<file path="src/rtl/nonce_dispatch_scheduler.sv">
// rtl/nonce_dispatch_scheduler.sv - nonce sweep dispatcher and result collector for parallel hash cores; NONCE_SCHED_PERF_EN adds perf_cycles
module nonce_dispatch_scheduler #(
    parameter int NUM_CORES  = 4,
    parameter int NUM_NONCES = 16,
    parameter int ADDR_W     = 16
) (
    input  logic                    clk,
    input  logic                    reset,
    input  logic                    start,
    input  logic [ADDR_W-1:0]       output_addr,
    output logic                    done,
    output logic [NUM_CORES-1:0]    core_start,
    output logic [31:0]             core_nonce,
    input  logic [NUM_CORES-1:0]    res_valid,
    input  logic [32*NUM_CORES-1:0] res_nonce,
    input  logic [32*NUM_CORES-1:0] res_data,
    output logic [NUM_CORES-1:0]    res_ready,
    output logic                    mem_we,
    output logic [ADDR_W-1:0]       mem_addr,
    output logic [31:0]             mem_write_data
`ifdef NONCE_SCHED_PERF_EN
    ,
    output logic [31:0]             perf_cycles
`endif
);
    localparam int PTR_W = (NUM_CORES > 1) ? $clog2(NUM_CORES) : 1;
    localparam int CNT_W = 17;
    localparam logic [CNT_W-1:0] TOTAL = CNT_W'(NUM_NONCES);

    typedef enum logic [1:0] {IDLE, RUN, DRAIN, FIN} state_t;
    state_t state_q, state_d;

    logic [NUM_CORES-1:0] assigned_q;
    logic [PTR_W-1:0]     rr_ptr_q;
    logic [CNT_W-1:0]     issued_q;
    logic [CNT_W-1:0]     written_q;
    logic [ADDR_W-1:0]    base_q;

    logic                 start_acc;
    logic                 collect_en;
    logic                 disp_en;
    logic                 disp_any;
    logic                 xfer;
    logic [NUM_CORES-1:0] eligible;
    logic [NUM_CORES-1:0] disp_onehot;
    logic [NUM_CORES-1:0] grant;
    logic [PTR_W-1:0]     disp_idx;
    logic [PTR_W-1:0]     grant_idx;
    logic [PTR_W-1:0]     cand;
    logic [PTR_W-1:0]     rr_next;
    logic [ADDR_W-1:0]    sel_nonce;
    logic [31:0]          sel_data;
    int                   idx;

    assign start_acc  = (state_q == IDLE) && start;
    assign collect_en = (state_q == RUN) || (state_q == DRAIN);
    assign eligible   = collect_en ? (res_valid & assigned_q) : '0;
    assign res_ready  = grant;

    // Sweep sequencing: IDLE -> RUN (dispatch+collect) -> DRAIN (collect) -> FIN (done pulse)
    always_comb begin
        state_d = state_q;
        done    = 1'b0;
        case (state_q)
            IDLE:    if (start) state_d = RUN;
            RUN:     if (issued_q == TOTAL) state_d = DRAIN;
            DRAIN:   if (written_q == TOTAL) state_d = FIN;
            FIN: begin
                done    = 1'b1;
                state_d = IDLE;
            end
            default: state_d = IDLE;
        endcase
    end

    // Pick the lowest idle core; uses pre-transfer assigned so a core freed this cycle waits one cycle
    always_comb begin
        disp_any = 1'b0;
        disp_idx = '0;
        for (int i = NUM_CORES - 1; i >= 0; i--) begin
            if (!assigned_q[i]) begin
                disp_any = 1'b1;
                disp_idx = PTR_W'(i);
            end
        end
        disp_en     = (state_q == RUN) && (issued_q < TOTAL) && disp_any;
        disp_onehot = NUM_CORES'(disp_en) << disp_idx;
    end

    // Round-robin grant starting at rr_ptr; scanning downward leaves the nearest eligible core
    always_comb begin
        grant_idx = '0;
        xfer      = 1'b0;
        idx       = 0;
        cand      = '0;
        for (int k = NUM_CORES - 1; k >= 0; k--) begin
            idx = int'(rr_ptr_q) + k;
            if (idx >= NUM_CORES) idx = idx - NUM_CORES;
            cand = PTR_W'(idx);
            if (eligible[cand]) begin
                grant_idx = cand;
                xfer      = 1'b1;
            end
        end
        grant   = NUM_CORES'(xfer) << grant_idx;
        rr_next = (grant_idx == PTR_W'(NUM_CORES - 1)) ? '0 : grant_idx + 1'b1;
    end

    // Mux the granted core's nonce tag and H0 word onto the write path
    always_comb begin
        sel_nonce = '0;
        sel_data  = '0;
        for (int i = 0; i < NUM_CORES; i++) begin
            if (grant[i]) begin
                sel_nonce = res_nonce[32*i +: ADDR_W];
                sel_data  = res_data[32*i +: 32];
            end
        end
    end

    // State register
    always_ff @(posedge clk or posedge reset) begin
        if (reset) state_q <= IDLE;
        else       state_q <= state_d;
    end

    // Dispatch/collect datapath: registered pulses, core bookkeeping, memory write port
    always_ff @(posedge clk or posedge reset) begin
        if (reset) begin
            core_start     <= '0;
            core_nonce     <= '0;
            mem_we         <= 1'b0;
            mem_addr       <= '0;
            mem_write_data <= '0;
            assigned_q     <= '0;
            rr_ptr_q       <= '0;
            issued_q       <= '0;
            written_q      <= '0;
            base_q         <= '0;
        end else begin
            core_start <= disp_onehot;
            mem_we     <= xfer;
            assigned_q <= (assigned_q & ~grant) | disp_onehot;
            if (start_acc) begin
                base_q    <= output_addr;
                issued_q  <= '0;
                written_q <= '0;
            end
            if (disp_en) begin
                core_nonce <= 32'(issued_q);
                issued_q   <= issued_q + 1'b1;
            end
            if (xfer) begin
                mem_addr       <= base_q + sel_nonce;
                mem_write_data <= sel_data;
                written_q      <= written_q + 1'b1;
                rr_ptr_q       <= rr_next;
            end
        end
    end

`ifdef NONCE_SCHED_PERF_EN
    // Busy-cycle counter: cleared on start accept, counts RUN/DRAIN, holds otherwise
    always_ff @(posedge clk or posedge reset) begin
        if (reset)           perf_cycles <= '0;
        else if (start_acc)  perf_cycles <= '0;
        else if (collect_en) perf_cycles <= perf_cycles + 32'd1;
    end
`endif

endmodule

</file>
<file path="config.mk">
export PLATFORM = sky130hd
export DESIGN_NAME = nonce_dispatch_scheduler
export DESIGN_NICKNAME = d
export VERILOG_FILES = /design/src/rtl/nonce_dispatch_scheduler.sv
export SDC_FILE = /design/constraint.sdc
export NUM_CORES = 1
export LEC_CHECK = 0
export CAP_MARGIN = 0
export CORE_AREA = 2 2 145 147
export CTS_CLUSTER_DIAMETER = 50
export CTS_CLUSTER_SIZE = 12
export DETAILED_ROUTE_END_ITERATION = 10
export DIE_AREA = 0 0 147 149
export PLACE_DENSITY = 0.72
export RECOVER_POWER = 25
export SKIP_CTS_REPAIR_TIMING = 1
export SLEW_MARGIN = 20
export SYNTH_ARGS = -nofsm -noshare
export SYNTH_HDL_FRONTEND = slang
export SYNTH_SLANG_ARGS = --single-unit
</file>
<file path="constraint.sdc">
create_clock -name clk -period 5.1 [get_ports clk]
set_clock_uncertainty 0.15 [all_clocks]
set_input_delay 1.02 -clock clk [delete_from_list [all_inputs] [get_ports clk]]
set_output_delay 1.02 -clock clk [all_outputs]
set_load 0.03 [all_outputs]
</file>
==> summary.md <==
| Metric | Value |
|---|---|
| Status | finished, violations left |
| Violated checks | capacitance limit, slew limit |
| Pwr dens | 653.2 mW/mm^2 |
| Fillers | 1925 |
| Final setup vio count | 0 |
| H-tree depth | 4 |
| Count leader, synth | dfrtp_1 |
| Sequential share of power | 22.6% |
| Antenna-violating nets left | 0 |
| Relative slew slack | -68.08% |
| Final #Nets | 1341 |
| Clock slew at reported path FFs | 0.06 ns |
| Post-route cell area | 0.01095 mm^2 |
| Leak pwr | 4.850 nW |
| Warning count from the yosys run | 0 |
| Max Fanout on Critical Path | 37 |
| CP Cell Sequence | clkdlybuf4s50_1 -> nand2_1 -> buf_4 -> o221ai_1 -> a21oi_4 -> buf_4 -> nor2_4 -> buf_4 -> a21oi_1 -> a21oi_1 -> ha_1 -> a21oi_1 -> o21ai_0 -> and3_1 -> o31a_1 -> o21a_1 -> o31ai_1 |
| Combinational power share | 60.0% |
| Register bit total from synthesis | 128 |
| Hpwl dp | 16.13 mm |
| Antenna cell count | 0 |
| Top FF cell, synth | dfrtp_1 |
| Switching Share | 44.38% |
| Tmin final | 4.751 ns |
| Max incr delay on CP | 0.46 ns |
| Area grow syn2layout | 53.32% |
| DRT iter0 DRCs | 364 |
| Critical path's top delay family | compound AO/OA/AOI/OAI gates |
| Switching pwr | 3.174 mW |
| Critical path class | primary input to register |
| Slew @ Worst Pin | 2.521 ns |
| Max VDD drop | 0.3639 mV |
| Max-cap violations | 1 |
| Asr flop ratio synth | 100.0% |
| GRT Overall Usage | 20.25% |
| Leading post-synthesis cells by cell area | dfrtp_1, mux2_2, nand2_1 |
| Worst Setup End Kind | register |
| Final setup margin | 0.3487 ns |
| RD Place Congestion | 0.7865 |
| Clk sink count | 128 |
| Max-slew violations | 118 |
| Rows | 53 |
| Dpl cell area | 0.01035 mm^2 |
| Syn Std Cell Area | 0.007141 mm^2 |
| Worst min path class | register to register |
| Dominant cell type by area after synthesis | dfrtp_1 |
| Die extent in x | 147 um |
| CP startpoint kind | primary input |
| CP max stage cell | clkdlybuf4s50_1 |
| Die ar. | 0.02190 mm^2 |
| Vias in the first global route | 6706 |
| Clk network pwr share | 17.5% |
| Wire length of the first global-routing pass | 34.76 mm |
| CTS tree | built |
| Final Hold Viols | 0 |
| CTS Buffer Depth | 2 |
| Clock root cell | clkbuf_16 |
| Post-synth EDFFs | 0 |
| DR vias | 6622 |
| Drt drc | 0 |
| Effective utilization at floorplan | 34.74% |
| Total wire length | 21.87 mm |
| Pint | 3.977 mW |
| Synth Instances | 735 |
| Die H | 149 um |
| TritonRoute pass-1 iters | 8 |
| Initial antenna violation count | 1 |
| Cell variety after synth | 58 |
| Fmax | 210.5 MHz |
| Final worst-path cycle share | 93.16% |
| Pre-CTS worst setup slack | -0.04140 ns |
| Unrepaired setup endpoints after global routing | false |
| Core area | 0.02056 mm^2 |
| Most instantiated cells after synthesis | dfrtp_1, nand2_1, a21oi_1, mux2_2, nor2_1 |
| Share of post-route cells with drive strength above 1 | 11.44% |
| Seq/Total Area, Yosys | 44.86% |
| Post-Syn Area per Cell | 9.715 um^2 |
| Critical Path RT | 5.28 ns |
| Crit path buffers/inverters | 4 |
| Largest net degree at the start of global routing | 118 |
| IO buf count | 289 |
| Worst skew pair latency | 0.43 ns |
| Critical Path AT | 4.93 ns |
| IO Pins | 369 |
| Share of the synthesized area in the top cell type | 44.86% |
| Drt via density | 5.002 |
| CTS buffer count | 17 |
| WL/cell | 16.52 um |
| Overflow after GRT | 0 |
[cell families after synthesis]
| kind of cell | count (synthesis) | synth area share, % |
|---|---|---|
| XOR/XNOR | 12 | 1.665 |
| AO/OA/AOI/OAI | 164 | 15.74 |
| multiplexers | 66 | 10.04 |
| adder cells (fa/ha/maj) | 26 | 4.661 |
| buffers and inverters | 64 | 4.976 |
| other | 1 | 0.05252 |
| flip-flops | 128 | 44.86 |
| AND/OR/NAND/NOR | 274 | 18.01 |
[path summary, 6_finish.rpt]
check / start / end / slack [ns] / depth (start not counted)
worst max-delay path: res_valid[1] / mem_addr[12]$_DFFE_PP0P_ / 0.35 / 17
worst min-delay path: mem_write_data[31]$_DFFE_PP0P_ / mem_write_data[31]$_DFFE_PP0P_ / 0.31 / 2
worst max register to register: state_q[1]$_DFFE_PP0P_ / mem_addr[12]$_DFFE_PP0P_ / 0.79 / 15
worst min register to register: mem_write_data[31]$_DFFE_PP0P_ / mem_write_data[31]$_DFFE_PP0P_ / 0.31 / 2
max in group asynchronous: reset / mem_write_data[4]$_DFFE_PP0P_ / 1.81 / 2
min in group asynchronous: reset / mem_addr[6]$_DFFE_PP0P_ / 1.69 / 2
[through the flow]
stage	total power [mW]	hold slack (ns)	cells	util [%]	TNS (ns)
floorplan	4.499	0.3030	749	-	0
global placement	5.845	0.2987	1292	50.37	0
detailed placement	5.923	0.3047	1292	50.37	-0.04140
CTS	7.215	0.3181	1324	53.26	0
global route	7.715	0.3312	1324	53.26	0
finish	7.151	0.3119	1324	53.26	0
[power by group through the flow]
stage	combinational, mW	sequential, mW	clock [mW]
after floorplan	2.49	2.00	0
after global placement	4.23	1.62	0
after detailed placement	4.29	1.63	0
after CTS	4.32	1.61	1.28
after global routing	4.71	1.67	1.34
final	4.29	1.61	1.25
[layer usage]
metal | routed length, um | vias up | GRT usage [%]
li1 | - | 3235 | -
met1 | 9294 | 3156 | 25.27
met2 | 10940 | 194 | 33.85
met3 | 1206 | 35 | 5.505
met4 | 413 | 2 | 7.452
met5 | 15 | - | 0
[state kept, by name, indices dropped and copies added (netlist names)]
signal          flops
mem_write_data     32
core_nonce         17
issued_q           17
written_q          17
base_q             16
mem_addr           16
assigned_q          4
core_start          4
rr_ptr_q            2
state_q             2
mem_we              1
[layout make-up]
cell class              instances  area (um^2)  area share, %
well taps                     275        344.1          3.143
repair buffers                320         3115          28.46
inverters                      12        48.80         0.4457
flip-flops and latches        128         3203          29.26
multi-input cells             557         3641          33.26
clock buffers                  18        429.2          3.920
clock inverters                14        166.4          1.520
[layout by cell type, fill, tap and decap left out, drive strengths merged, types with 15 or more instances in the layout]
| master | netlist | final |
|---|---|---|
| buf | 31 | 35 |
| dfrtp | 128 | 128 |
| conb | 1 | 15 |
| and2 | 16 | 16 |
| mux2i | 21 | 21 |
| a21oi | 45 | 45 |
| inv | 12 | 19 |
| clkdlybuf4s50 | 0 | 284 |
| nor2 | 45 | 45 |
| clkbuf | 21 | 18 |
| and3 | 15 | 15 |
| a222oi | 30 | 30 |
| nand2 | 125 | 125 |
| ha | 25 | 25 |
| o21ai | 40 | 40 |
| nand3 | 22 | 22 |
| mux2 | 45 | 45 |
[worst reg2reg max path: cells and delay by family (launching register included)]
family / cells / cell delay [ns]
AO/OA/AOI/OAI: 8 / 1.70
adder cells (fa/ha/maj): 2 / 0.71
buffers and inverters: 2 / 0.55
flip-flops: 1 / 0.39
AND/OR/NAND/NOR: 3 / 0.72
(Power assumes the default switching activity.)
